<file path="src/rtl/comparator_serial_pkg.sv">
// Shared types and merge rules for the digit-serial word comparator.
// Latency: n/a (types and pure functions only).
// Backpressure: n/a.
package comparator_serial_pkg;

    // Compare outcome of one digit or of a whole word.
    typedef logic [1:0] cmp_t;

    localparam cmp_t CMP_EQ = 2'd0;
    localparam cmp_t CMP_GT = 2'd1;
    localparam cmp_t CMP_LT = 2'd2;

    // Least-significant digit first: any later (more significant) difference wins.
    function automatic cmp_t merge_lsb(input cmp_t state, input cmp_t d);
        return (d != CMP_EQ) ? d : state;
    endfunction

    // Most-significant digit first: the first difference seen is final.
    function automatic cmp_t merge_msb(input cmp_t state, input cmp_t d);
        return (state != CMP_EQ) ? state : d;
    endfunction

endpackage

</file>
<file path="src/rtl/comparator_serial_word_digit_cmp.sv">
// Combinational magnitude compare of one DIGIT-bit slice of a and b.
// Latency: 0 cycles (pure combinational).
// Backpressure: none; output follows the inputs.
module digit_cmp
    import comparator_serial_pkg::*;
#(
    parameter int DIGIT = 4
) (
    input  logic [DIGIT-1:0] a,
    input  logic [DIGIT-1:0] b,
    input  logic             is_signed,
    output cmp_t             res
);

    logic gt_u;
    logic gt_s;

    assign gt_u = (a > b);
    assign gt_s = ($signed(a) > $signed(b));

    // Classify the digit pair; the signed view is used only for the sign-carrying digit.
    always_comb begin
        res = CMP_LT;
        if (a == b) begin
            res = CMP_EQ;
        end else if (is_signed ? gt_s : gt_u) begin
            res = CMP_GT;
        end
    end

endmodule

</file>
<file path="src/rtl/comparator_serial_word.sv">
// Digit-serial word comparator: folds DIGIT-bit beats into a registered eq/gt/lt word result.
// Latency: result and done appear 1 cycle after the beat carrying the last digit.
// Backpressure: none; every in_valid beat is accepted, idle cycles are simply gaps.
module comparator_serial_word
    import comparator_serial_pkg::*;
#(
    parameter int WIDTH     = 16,
    parameter int DIGIT     = 4,
    parameter int MSB_FIRST = 0,
    parameter int SIGNED    = 0
) (
    input  logic             clk,
    input  logic             reset,
    input  logic             in_valid,
    input  logic             in_first,
    input  logic [DIGIT-1:0] a_digit,
    input  logic [DIGIT-1:0] b_digit,
    output logic             busy,
    output logic             done,
    output logic             eq,
    output logic             gt,
    output logic             lt,
    output logic             err
);

    localparam int NDIG  = WIDTH / DIGIT;
    localparam int CNT_W = (NDIG > 1) ? $clog2(NDIG) : 1;
    localparam logic [CNT_W-1:0] LAST_CNT = CNT_W'(NDIG - 1);
    // The digit holding bit WIDTH-1 arrives first when MSB-first, last otherwise.
    localparam logic [CNT_W-1:0] SIGN_CNT = (MSB_FIRST != 0) ? {CNT_W{1'b0}} : LAST_CNT;

    if ((WIDTH % DIGIT) != 0) begin : g_bad_cfg
        $error("comparator_serial_word: WIDTH must be a multiple of DIGIT");
    end

    logic [CNT_W-1:0] cnt_q, cnt_d;
    cmp_t             state_q, state_d;
    logic             eq_q, eq_d;
    logic             gt_q, gt_d;
    logic             lt_q, lt_d;
    logic             done_q, done_d;
    logic             err_q, err_d;

    logic             start;
    logic [CNT_W-1:0] cnt_eff;
    logic             sign_digit;
    cmp_t             d_cmp;
    cmp_t             next_state;

    // A beat restarts the word when flagged first or when nothing is in flight.
    assign start      = in_valid && (in_first || (cnt_q == '0));
    assign cnt_eff    = start ? '0 : cnt_q;
    assign sign_digit = (SIGNED != 0) && (cnt_eff == SIGN_CNT);

    digit_cmp #(
        .DIGIT(DIGIT)
    ) u_digit_cmp (
        .a        (a_digit),
        .b        (b_digit),
        .is_signed(sign_digit),
        .res      (d_cmp)
    );

    // Fold the current digit into the running word state; digit 0 discards history.
    always_comb begin
        next_state = d_cmp;
        if (cnt_eff != '0) begin
            if (MSB_FIRST != 0) begin
                next_state = merge_msb(state_q, d_cmp);
            end else begin
                next_state = merge_lsb(state_q, d_cmp);
            end
        end
    end

    // Advance the digit counter and publish the word result on its last digit.
    always_comb begin
        cnt_d   = cnt_q;
        state_d = state_q;
        eq_d    = eq_q;
        gt_d    = gt_q;
        lt_d    = lt_q;
        done_d  = 1'b0;
        err_d   = in_valid && in_first && (cnt_q != '0);
        if (in_valid) begin
            if (cnt_eff == LAST_CNT) begin
                cnt_d   = '0;
                state_d = CMP_EQ;
                eq_d    = (next_state == CMP_EQ);
                gt_d    = (next_state == CMP_GT);
                lt_d    = (next_state == CMP_LT);
                done_d  = 1'b1;
            end else begin
                cnt_d   = cnt_eff + 1'b1;
                state_d = next_state;
            end
        end
    end

    // State and output registers; reset drops any partial word and reports equality.
    always_ff @(posedge clk or posedge reset) begin
        if (reset) begin
            cnt_q   <= '0;
            state_q <= CMP_EQ;
            eq_q    <= 1'b1;
            gt_q    <= 1'b0;
            lt_q    <= 1'b0;
            done_q  <= 1'b0;
            err_q   <= 1'b0;
        end else begin
            cnt_q   <= cnt_d;
            state_q <= state_d;
            eq_q    <= eq_d;
            gt_q    <= gt_d;
            lt_q    <= lt_d;
            done_q  <= done_d;
            err_q   <= err_d;
        end
    end

    assign busy = (cnt_q != '0);
    assign done = done_q;
    assign eq   = eq_q;
    assign gt   = gt_q;
    assign lt   = lt_q;
    assign err  = err_q;

endmodule
</file>
<file path="config.mk">
export PLATFORM = sky130hd
export DESIGN_NAME = comparator_serial_word
export DESIGN_NICKNAME = d
export VERILOG_FILES = /design/src/rtl/comparator_serial_pkg.sv /design/src/rtl/comparator_serial_word_digit_cmp.sv /design/src/rtl/comparator_serial_word.sv
export SDC_FILE = /design/constraint.sdc
export NUM_CORES = 1
export LEC_CHECK = 0
export ABC_AREA = 1
export CAP_MARGIN = 20
export CORE_AREA = 3 3 40 42
export CTS_BUF_LIST = sky130_fd_sc_hd__clkbuf_2 sky130_fd_sc_hd__clkbuf_4 sky130_fd_sc_hd__clkbuf_8
export DETAILED_ROUTE_END_ITERATION = 7
export DIE_AREA = 0 0 43 45
export GPL_TIMING_DRIVEN = 0
export PLACE_DENSITY = 0.84
export SYNTH_ARGS = -nofsm -noshare
export SYNTH_HDL_FRONTEND = slang
export SYNTH_SLANG_ARGS = --single-unit
</file>
<file path="constraint.sdc">
create_clock -name clk -period 1.75 [get_ports clk]
set_clock_uncertainty 0.15 [all_clocks]
set_input_delay 0.35 -clock clk [delete_from_list [all_inputs] [get_ports clk]]
set_output_delay 0.35 -clock clk [all_outputs]
set_load 0.01 [all_outputs]
</file>
# [After elaboration in Yosys (flattened, before gate mapping)]
# Index checks and enable logic that the tools add are counted.
[totals] register_bits=9 in_bits=12 out_inout_bits=6 elab_cells=32
[op_classes] add_sub_neg=1 reduce_logical=10 n_eq_ne=4 order_cmp=1 mux=9
[ops] cell="$mux W2" count=7
[ops] cell="$reduce_bool A2 Y1" count=3
[ops] cell="$eq A2 B2 Y1 const B" count=2
[ops] cell="$eq A4 B4 Y1" count=1
[ops] cell="$gt A4 B4 Y1" count=1
[ops] cell="$logic_not A2 Y1" count=2
[ops] cell="$logic_and A1 B1 Y1" count=3
[ops] cell="$add A2 B1 Y2 const B" count=1
[ops] cell="$eq A2 B1 Y1 const B" count=1
[ops] cell="$mux W1" count=2
[ops] cell="$reduce_and A2 Y1" count=1
[ops] cell="$logic_or A1 B1 Y1" count=1

# [Logic depth before layout (Yosys ltp)]
[logic_depth] ltp_word=7 mapped_depth=11 mapped_depth_nobuf=11

# [Modules after synthesis]
# From an unflattened synthesis, not the netlist that was laid out.
[unflattened] hier_cells=90 hier_area_um2=618.1
[modules_own_cells] mod="comparator_serial_word" cells_each=63 area_each_um2=475.5 instances=1 seq_area_each_um2=226.5
[modules_own_cells] mod="digit_cmp" cells_each=27 area_each_um2=142.6 instances=1 seq_area_each_um2=0.0

# [Least setup slack after synthesis]
# No wires, ideal clock.
[synth_timing] path_type="input port to flip-flop" start="input b_digit[3]" end="register state_q[0]" arrival_time_ns=1.135 setup_ns=0.121 slack_ns=0.345 stages=9 required_ns=1.479 path_cell_list="inv_1 > ha_1 > nand2_2 > nor2_4 > inv_1 > nand2_2 > nand2_1 > nand2_1 > o21ai_1"
[synth_between] elab_chain_cells=7
[synth_rtl] item="from (decl)" line="comparator_serial_word.sv:17" rtl="input logic [DIGIT-1:0] b_digit,"
[synth_rtl] item="$gt A4 B4 Y1" line="comparator_serial_word_digit_cmp.sv:18" rtl="assign gt_u = (a > b);"
[synth_rtl] item="$mux W2" line="comparator_serial_word_digit_cmp.sv:26" rtl="end else if (is_signed ? gt_s : gt_u) begin"
[synth_rtl] item="$mux W2 *" line="comparator_serial_word_digit_cmp.sv:24" rtl="if (a == b) begin"
[synth_rtl] item="$reduce_bool A2 Y1" line="comparator_serial_pkg.sv:15" rtl="return (d != CMP_EQ) ? d : state;"
[synth_rtl] item="$mux W2" line="comparator_serial_pkg.sv:15"
[synth_rtl] item="$mux W2 *" line="comparator_serial_word.sv:67" rtl="if (cnt_eff != '0) begin"
[synth_rtl] item="$mux W2 *" line="comparator_serial_word.sv:86" rtl="if (cnt_eff == LAST_CNT) begin"
[synth_rtl] item="to (signal assigned)" line="comparator_serial_word.sv:112" rtl="state_q <= state_d;"
[synth_rtl] item="to (decl)" line="comparator_serial_word.sv:37" rtl="cmp_t state_q, state_d;"
# Every way passes the cells marked *; elsewhere a longest branch is shown, timed or not.
# A chain may end at the register's enable or synchronous reset.

# [Final worst setup path]
[layout_timing] start="register gt_q (netlist: gt)" end="output gt"
[layout_rtl] item="from (decl)" line="comparator_serial_word.sv:39" rtl="logic gt_q, gt_d;"
[layout_rtl] item="from (signal assigned)" line="comparator_serial_word.sv:114" rtl="gt_q <= gt_d;"
[layout_rtl] item="to (decl)" line="comparator_serial_word.sv:21" rtl="output logic gt,"
# No word-level cell between the ends.

==> results.toml <==
[global_route]
grt_pass1_vias = 468
grt_util_all_layers = 0.121
antenna_found_initial = 0
gr-total-overflow = 0
grt_max_degree = 10
grt_pass1_wl_um = 1710

[power]
switchingPower_uw = 220
p_per_area_nw_per_um2 = 876
leakage_uw = 0.000435
vdd_drop_max_uv = 463
finalPower_uw = 712
p_sw_frac = 0.309
p_seq_frac = 0.393
p_int_uw = 492
comb_power_share = 0.367
clkPwrFrac = 0.239

[setup_path]
required_ns = 1.25
critical_path_class = "reg2out"
critPathTopFamily = "buffers and inverters"
reg2regPathDepth = 7
critical-path-max-stage-delay_ns = 0.55
slowest_stage = "clkdlybuf4s50_1"
critical_path.cell_chain = "clkdlybuf4s50_1"
cp.depth = 1
r2r_start = "cnt_q[0]"
start_kind = "flip-flop"
end_kind = "output port"
endpoint = "gt"
r2r-end = "lt"
startpoint = "gt"
crit_arrival_ns = 1.16
worst-path-buf-inv = 1
crit_path_max_fanout = 2
r2r_slack_ns = 0.41

[sta]
worst_pin_slew_ns = 0.334
relSlewSlack = 0.777
rsz0062_at_grt = "false"
slew_viol_final = 0
whs_ns = 0.194
finalCriticalPeriod_ns = 1.66
setup_violations = 0
hold_violations = 0
fmax_mhz = 602
tns_ns = 0
fin_crit_sh = 0.950

[layout]
area_delta_synth_final_pct = 47.2
layout_common_cells = "nand2_1, inv_1, clkdlybuf4s50_1, dfrtp_1, clkbuf_4"
drive_above_1_share = 0.172
num-nets-final = 112
diodes = 0
finish.utilization = 0.632
mostFrequentLayoutCell = "nand2_1"

[synthesis]
synth_area_um2 = 552
ys_seq_elements = 9
ys_types = 15
syn_area_per_cell_um2 = 7.66
yosys_warnings = 0
syn-num-nets = 90
syn-instance-count = 72
yosysSeqAreaShare = 0.410

[die]
initial_utilization = 0.429
die-area_um2 = 1940
io_pins = 18
rows = 13
die_h_um = 45
coreArea_um2 = 1280
chipWidth_um = 43

[clock_network]
clk_path_buf_depth = 2
cts_tree = "done"
clockRootBuffer = "clkbuf_4"
clock_latency_ns = 0.26
cts_buffers = 3
cts.sinks = 9
clk_pin_slew_ns = 0.06
holdBufCountCts = 0
cts_max_level = 1
postCtsSetupRepairBufs = 0

[detailed_routing]
drt-initial-drc-count = 3
num_vias = 486
drc = 0
firstDrtPassIters = 2
wl_um = 1040
viasPerCell = 4.50
antenna_left = 0
wl_per_cell_um = 9.62

[place]
hpwl_um = 849
io_buffers = 17
place.gp.congestion = 0.750

[worst_hold_path]
worstHoldPathType = "in2async"

[outcome]
outcome = "finished, final reports clean"

[flow_run]
max-cap-violations = 0
kinds of logic after synthesis:
kind of cell / count (synthesis) / synth area share
flops: 9 / 0.410
fa+ha+maj: 6 / 0.136
compound gates: 8 / 0.0862
simple gates: 30 / 0.238
buf+inv: 19 / 0.129
cell type report:
type / instances / area, um^2
timing repair buffer: 17 / 166
sequential: 9 / 226
clock buffer: 4 / 30.0
fill: 113 / 473
tap: 15 / 18.8
multi-input combinational: 44 / 299
inverter: 19 / 71.3
power by group through the flow:
stage                     sequential (uW)  combinational, uW  clock [uW]
after floorplan                       295                121           0
after global placement                282                246           0
after detailed placement              285                255           0
after CTS                             281                251         178
after global routing                  284                294         189
final                                 280                261         170
repair_timing:
action / in CTS / in global routing
resized for setup: 3 / 6
setup endpoints to repair: 5 / 3
pin swaps: 0 / 3
stage by stage:
| stage | worst slack, ns | instance area, um^2 | instances |
|---|---|---|---|
| after floorplan | 0.345 | 552 | 72 |
| after global placement | -0.285 | 741 | 104 |
| after detailed placement | -0.311 | 741 | 104 |
| after CTS | 0.0352 | 767 | 108 |
| after global routing | 0.00141 | 812 | 108 |
| final | 0.0880 | 812 | 108 |
flip-flops by register name, summed over array words and instances, names as in the netlist:
register	count
cnt_q	2
done	1
eq	1
err	1
gt	1
lt	1
state_q	2
Yosys cell counts:
master	instances	area share
nand2_1	22	0.15
inv_1	18	0.12
dfrtp_1	8	0.36
ha_1	6	0.14
o21ai_0	3	0.027
a21oi_1	2	0.018
nand2_2	2	0.023
nand4_1	2	0.023
nor2_1	2	0.014
o21ai_2	2	0.032
dfstp_2	1	0.048
inv_2	1	0.0068
nand3_1	1	0.0091
nor2_4	1	0.020
o21ai_1	1	0.0091
per-layer routing:
| metal | share of wire | vias up | track usage |
|---|---|---|---|
| met5 | 0 | - | 0 |
| met4 | 0.021 | 0 | 0.0723 |
| met3 | 0.054 | 4 | 0.0359 |
| met2 | 0.54 | 14 | 0.228 |
| met1 | 0.39 | 208 | 0.116 |
| li1 | - | 260 | - |
worst min path at each step:
| stage | depth (start not counted) | to | startpoint | slack [ns] |
|---|---|---|---|---|
| after floorplan | 1 | cnt_q[0] | reset | 0.03 |
| after global placement | 2 | eq | eq | 0.31 |
| after detailed placement | 2 | eq | eq | 0.31 |
| after CTS | 2 | cnt_q[0] | reset | 0.21 |
| after global routing | 2 | cnt_q[0] | reset | 0.22 |
| final | 2 | err | reset | 0.19 |
Note: power is estimated with default switching activity, not from simulation.
